**src/rtl/tlul_host_arb2.sv**
```systemverilog
// -----------------------------------------------------------------------------
// tlul_host_arb2 -- 2:1 TL-UL host arbiter
//
// Merges the core's data host (host 0) and instruction host (host 1) onto a
// single TL-UL device port. A-channel arbitration is combinational with grant
// locking while the device stalls; the winner's index is placed in the top bit
// of a_source and used to route D-channel responses back. Per-host outstanding
// counters enforce MaxOutstanding and flag responses nobody is waiting for.
//
// Optional feature: define TLUL_ARB_RR_EN for round-robin arbitration
// (default build: fixed priority, host 0 over host 1).
//
// Ports:
//   clk_i    in   clock
//   rst_ni   in   asynchronous active-low reset
//   tl_h0_i  in   host 0 (data) request          tl_h0_o  out  host 0 response
//   tl_h1_i  in   host 1 (instr) request         tl_h1_o  out  host 1 response
//   tl_d_o   out  device-side request            tl_d_i   in   device-side response
//   busy_o   out  any host has outstanding transactions
//   err_o    out  sticky: response for a host with nothing outstanding
// -----------------------------------------------------------------------------

package tlul_pkg;
    parameter int TL_AW  = 32;
    parameter int TL_DW  = 32;
    parameter int TL_AIW = 8;
    parameter int TL_DIW = 1;
    parameter int TL_SZW = 2;
    parameter int TL_DBW = TL_DW / 8;

    typedef struct packed {
        logic              a_valid;
        logic [2:0]        a_opcode;
        logic [2:0]        a_param;
        logic [TL_SZW-1:0] a_size;
        logic [TL_AIW-1:0] a_source;
        logic [TL_AW-1:0]  a_address;
        logic [TL_DBW-1:0] a_mask;
        logic [TL_DW-1:0]  a_data;
        logic              d_ready;
    } tl_h2d_t;

    typedef struct packed {
        logic              d_valid;
        logic [2:0]        d_opcode;
        logic [2:0]        d_param;
        logic [TL_SZW-1:0] d_size;
        logic [TL_AIW-1:0] d_source;
        logic [TL_DIW-1:0] d_sink;
        logic [TL_DW-1:0]  d_data;
        logic              d_error;
        logic              a_ready;
    } tl_d2h_t;
endpackage

module tlul_host_arb2
    import tlul_pkg::*;
#(
    parameter int MaxOutstanding = 2,
    parameter int SrcW           = TL_AIW
) (
    input  logic    clk_i,
    input  logic    rst_ni,
    input  tl_h2d_t tl_h0_i,
    output tl_d2h_t tl_h0_o,
    input  tl_h2d_t tl_h1_i,
    output tl_d2h_t tl_h1_o,
    output tl_h2d_t tl_d_o,
    input  tl_d2h_t tl_d_i,
    output logic    busy_o,
    output logic    err_o
);

    localparam int              CntW   = $clog2(MaxOutstanding + 1);
    localparam logic [CntW-1:0] MaxCnt = CntW'(MaxOutstanding);

    logic            r_lock;
    logic            r_sel;
    logic [CntW-1:0] r_cnt0;
    logic [CntW-1:0] r_cnt1;
    logic            r_err;
`ifdef TLUL_ARB_RR_EN
    logic            r_rr_ptr;
`endif

    logic    w_elig0, w_elig1;
    logic    w_sel, w_fwd;
    logic    w_a_fire0, w_a_fire1;
    logic    w_dtgt;
    logic    w_d_fire0, w_d_fire1;
    tl_h2d_t w_req;

    // A host at its outstanding limit is invisible to arbitration.
    assign w_elig0 = tl_h0_i.a_valid && (r_cnt0 < MaxCnt);
    assign w_elig1 = tl_h1_i.a_valid && (r_cnt1 < MaxCnt);

    // NOTE: every signal driven in an always_comb gets a default first, so no
    // path through the block leaves it unassigned and no latch is inferred.
    always_comb begin
        w_sel = 1'b0;
        if (r_lock) begin
            w_sel = r_sel;
        end
`ifdef TLUL_ARB_RR_EN
        else if (w_elig0 && w_elig1) begin
            w_sel = r_rr_ptr;
        end else begin
            w_sel = w_elig1;    // sole eligible host wins; 0 when idle
        end
`else
        else begin
            w_sel = ~w_elig0 & w_elig1;
        end
`endif
    end

    // While locked, a host that dropped a_valid forwards nothing.
    assign w_fwd = w_sel ? w_elig1 : w_elig0;
    assign w_req = w_sel ? tl_h1_i : tl_h0_i;

    assign w_a_fire0 = tl_d_i.a_ready & ~w_sel & w_elig0;
    assign w_a_fire1 = tl_d_i.a_ready &  w_sel & w_elig1;

    // Responses are steered by the tag the arbiter put in a_source.
    assign w_dtgt    = tl_d_i.d_source[SrcW-1];
    assign w_d_fire0 = tl_d_i.d_valid & ~w_dtgt & tl_h0_i.d_ready;
    assign w_d_fire1 = tl_d_i.d_valid &  w_dtgt & tl_h1_i.d_ready;

    always_comb begin
        tl_d_o          = w_req;
        tl_d_o.a_valid  = w_fwd;
        tl_d_o.a_source = {w_sel, w_req.a_source[SrcW-2:0]};
        tl_d_o.d_ready  = w_dtgt ? tl_h1_i.d_ready : tl_h0_i.d_ready;
    end

    always_comb begin
        tl_h0_o          = tl_d_i;
        tl_h0_o.d_valid  = tl_d_i.d_valid & ~w_dtgt;
        tl_h0_o.d_source = {1'b0, tl_d_i.d_source[SrcW-2:0]};
        tl_h0_o.a_ready  = w_a_fire0;

        tl_h1_o          = tl_d_i;
        tl_h1_o.d_valid  = tl_d_i.d_valid & w_dtgt;
        tl_h1_o.d_source = {1'b0, tl_d_i.d_source[SrcW-2:0]};
        tl_h1_o.a_ready  = w_a_fire1;
    end

    // A response with nothing outstanding is ignored (no underflow); a request
    // firing in the same cycle still counts.
    function automatic logic [CntW-1:0] f_cnt_next(input logic [CntW-1:0] cnt,
                                                   input logic a_fire,
                                                   input logic d_fire);
        logic dec;
        logic [CntW-1:0] nxt;
        dec = d_fire && (cnt != '0);
        nxt = cnt;
        if (a_fire && !dec) begin
            nxt = cnt + CntW'(1);
        end else if (!a_fire && dec) begin
            nxt = cnt - CntW'(1);
        end
        return nxt;
    endfunction

    // NOTE: state registers use non-blocking assignments so every flop samples
    // the pre-edge values regardless of statement order.
    always_ff @(posedge clk_i or negedge rst_ni) begin
        if (!rst_ni) begin
            r_lock <= 1'b0;
            r_sel  <= 1'b0;
            r_cnt0 <= '0;
            r_cnt1 <= '0;
            r_err  <= 1'b0;
        end else begin
            // Lock holds the grant while the device stalls; it drops on the
            // handshake or when the locked host withdraws its request.
            r_lock <= w_fwd & ~tl_d_i.a_ready;
            r_sel  <= w_sel;
            r_cnt0 <= f_cnt_next(r_cnt0, w_a_fire0, w_d_fire0);
            r_cnt1 <= f_cnt_next(r_cnt1, w_a_fire1, w_d_fire1);
            r_err  <= r_err | (w_d_fire0 && (r_cnt0 == '0))
                            | (w_d_fire1 && (r_cnt1 == '0));
        end
    end

`ifdef TLUL_ARB_RR_EN
    // After a grant, the other host becomes preferred.
    always_ff @(posedge clk_i or negedge rst_ni) begin
        if (!rst_ni) begin
            r_rr_ptr <= 1'b0;
        end else if (w_a_fire0) begin
            r_rr_ptr <= 1'b1;
        end else if (w_a_fire1) begin
            r_rr_ptr <= 1'b0;
        end
    end
`endif

    assign busy_o = (r_cnt0 != '0) | (r_cnt1 != '0);
    assign err_o  = r_err;

endmodule

```
**config.mk**
```make
export PLATFORM = sky130hd
export DESIGN_NAME = tlul_host_arb2
export DESIGN_NICKNAME = d
export VERILOG_FILES = /design/src/rtl/tlul_host_arb2.sv
export SDC_FILE = /design/constraint.sdc
export NUM_CORES = 1
export LEC_CHECK = 0
export CAP_MARGIN = 15
export CORE_AREA = 5 5 158 160
export DETAILED_ROUTE_END_ITERATION = 10
export DIE_AREA = 0 0 163 165
export REMOVE_ABC_BUFFERS = 1
export SYNTH_ARGS = -nofsm -noshare
export SYNTH_HDL_FRONTEND = slang
export SYNTH_SLANG_ARGS = --single-unit
```
**constraint.sdc**
```tcl
create_clock -name clk_i -period 3.8 [get_ports clk_i]
set_input_delay 0.76 -clock clk_i [delete_from_list [all_inputs] [get_ports clk_i]]
set_output_delay 0.76 -clock clk_i [all_outputs]
set_load 0.02 [all_outputs]
```
==> impl_results.md <==
- Max-Cap Viols: 0
- Endpoint class of the critical path: output port
- Pleak: 2.11 nW
- Post-layout min period: 3.71 ns
- Combinational power share: 0.823
- Die Width: 163 um
- Vias per cell: 3.24
- Seq/Total Area, Yosys: 0.0764
- Worst Path Class, Setup: in2out
- Fin nets: 635
- Post-synthesis cell type with the largest combined area: buf_4
- Num Clock Sinks: 7
- Final count of hold timing violations: 0
- Number of global-route vias before repair: 2,605
- GRT Resource Usage Total: 0.109
- Die area: 26,900 um^2
- Number of synthesized flops with an enable pin: 0
- Core area: 23,300 um^2
- Synth unique cells: 29
- Num rows: 56
- P&R area growth vs syn: 108%
- Max-slew violation count: 0
- Final setup violation count: 0
- Maximum vdd drop: 0.136 mV
- CP startpoint: tl_h0_i[85]
- Worst path required time: 3.04 ns
- Worst skew pair latency: 0.23 ns
- GR Overflow Total: 0
- Worst R2R End: r_cnt1[1]$_DFFE_PN0P_
- Clk network pwr share: 0.097
- Final setup TNS: 0 ns
- Ys Warns: 0
- Unrepaired setup endpoints after global routing: false
- Layout cells sized above 1: 0.101
- Root Driver: clkbuf_16
- Internal: 1.10 mW
- Die Y: 165 um
- Part of the cycle the worst path needs: 0.976
- Placed instance area: 4570 um^2
- Critical path launch point type: input port
- Synth top area cells: buf_4 34%, mux2_1 29%, mux2_2 12%, dfrtp_1 7.6%, buf_12 5.2%
- # DRC: 0
- Post-synth top area share: 0.341
- Initial antenna violation count: 0
- Primary FF master, synth: dfrtp_1
- I/O Pins: 418
- Synthesized flop and latch total: 7
- Status: complete, no violations
- Switching part of the total: 0.413
- Fin area: 4770 um^2
- CTS clock-pin slew for the worst setup and hold paths: 0.04 ns
- Post-Route WL: 16,000 um
- Final Util: 0.205
- Mapped Cells: 237
- Vias: 2,351
- WP data arrival: 2.95 ns
- Register-to-Register Path Depth: 6
- Initial core utilization: 0.0985
- Largest net degree at the start of global routing: 18
- Initial DRC count: 54
- CTS max path bufs: 2
- DR WL/cell: 22.1 um
- PD cells: 392 nW/um^2
- TritonCTS buffer count: 3
- Sequential share of power: 0.080
- Synthesized cell area: 2290 um^2
- CTS tree: built
- H-tree depth: 1
- # port buffers: 266
- 1st-pass router iterations: 4
- Switching Power: 773 uW
- Ys async rst share: 1.00
- First-pass GRT wire length: 20,400 um
- CP endpoint: tl_d_o[42]
- Max FO, Critical Path: 10
- Reg2reg start: r_cnt0[1]$_DFFE_PN0P_
- Total power: 1.87 mW
- ANT cells: 0
- Routability cong.: 0.881
- # Post-CTS Setup Buffers: 0
- DP Wirelength: 14,800 um
- Fmax: 0.270 GHz
- Mean post-synth cell area: 9.67 um^2
- R2R setup slack: 2.11 ns
- Hold Path Class: reg2reg
- DRT antenna net count: 0
- Skew final: 0.00228 ns
==> cell usage in the layout (no fill, tap or decap), types with 2 or more instances in the layout <==
cell type	instances
nor2b_1	2
dlymetal6s2s_1	49
o21bai_1	2
nand2b_1	2
ha_1	2
buf_12	4
mux2_2	25
mux2_1	59
clkbuf_16	3
dfrtp_1	7
xnor2_1	2
buf_4	7
clkdlybuf4s50_1	217
conb_1	2
and3_1	2
xor2_1	4
nor3_1	2
nor2_1	2
==> what timing repair did <==
item | in CTS | in global routing
hold endpoints to repair | 0 | 0
setup endpoints to repair | 0 | 49
hold buffers | 0 | 0
resized for setup | 0 | 49
==> kinds of logic (layout without fill, tap and decap cells) <==
family                     count (synthesis)  count (layout)  synth area share
adders and majority gates                  2               2            0.0109
AOI/OAI and AO/OA                          6               6            0.0251
DFF                                        7               7            0.0764
xor gates and xnor gates                   6               6            0.0229
other                                      1               2           0.00164
muxes                                     85              85             0.417
and+or+nand+nor                           17              17            0.0437
buffers and inverters                    113             281             0.402
==> how the worst min path moves through the flow <==
stage,startpoint,endpoint,slack (ns),cells after the start
after CTS,err_o$_DFF_PN0_,err_o$_DFF_PN0_,0.47,1
after global routing,err_o$_DFF_PN0_,err_o$_DFF_PN0_,0.50,1
after global placement,err_o$_DFF_PN0_,err_o$_DFF_PN0_,0.46,1
after floorplan,rst_ni,err_o$_DFF_PN0_,0.46,0
after detailed placement,err_o$_DFF_PN0_,err_o$_DFF_PN0_,0.47,1
final,err_o$_DFF_PN0_,err_o$_DFF_PN0_,0.47,1
==> per-stage QoR <==
stage                     hold slack, ns  setup WS [ns]  std cells
after global routing               0.499       0.000449        725
final                              0.466         0.0925        725
after CTS                          0.474        0.00134        725
after floorplan                    0.464         -0.786        125
after detailed placement           0.466         0.0241        721
after global placement             0.455         0.0239        721
==> routing by layer <==
metal | GRT usage | up-vias | share of wire
met2 | 0.152 | 291 | 0.40
met5 | 0.0455 | - | 0.0084
met1 | 0.0974 | 1004 | 0.30
met4 | 0.0137 | 4 | 0.0049
met3 | 0.142 | 9 | 0.28
li1 | - | 1043 | -
==> synthesized netlist by cell type, drive strengths merged (2+ instances only) <==
master,n
mux2,84
dfrtp,7
buf,113
and3,2
nor2,2
nand2b,2
nor3,2
xor2,4
xnor2,2
ha,2
nor2b,3
o21bai,2
==> cell type report <==
class / count / area (um^2)
repair buffers: 277 / 2920
multi-input cells: 118 / 1200
fillers: 2594 / 18500
well taps: 319 / 399
flip-flops and latches: 7 / 175
clock buffers: 4 / 78.8
==> critical path: stages <==
cell and delay, ns:
clkdlybuf4s50_1 0.42, nor2b_2 0.19, o31ai_4 0.30, buf_12 0.21, buf_4 0.16, mux2_1 0.34
clkdlybuf4s50_1 0.56
==> power by group through the flow <==
stage,clock [mW],combinational [mW],sequential (mW)
floorplan,0,0.756,0.143
global placement,0,1.59,0.150
detailed placement,0,1.59,0.151
CTS,0.187,1.60,0.150
global route,0.190,1.64,0.155
finish,0.181,1.54,0.150
==> registers in the layout (all words and copies together) (netlist names) <==
signal,flops
r_cnt0,2
err_o,1
r_cnt1,2
r_lock,1
r_sel,1
(Power assumes the default switching activity.)
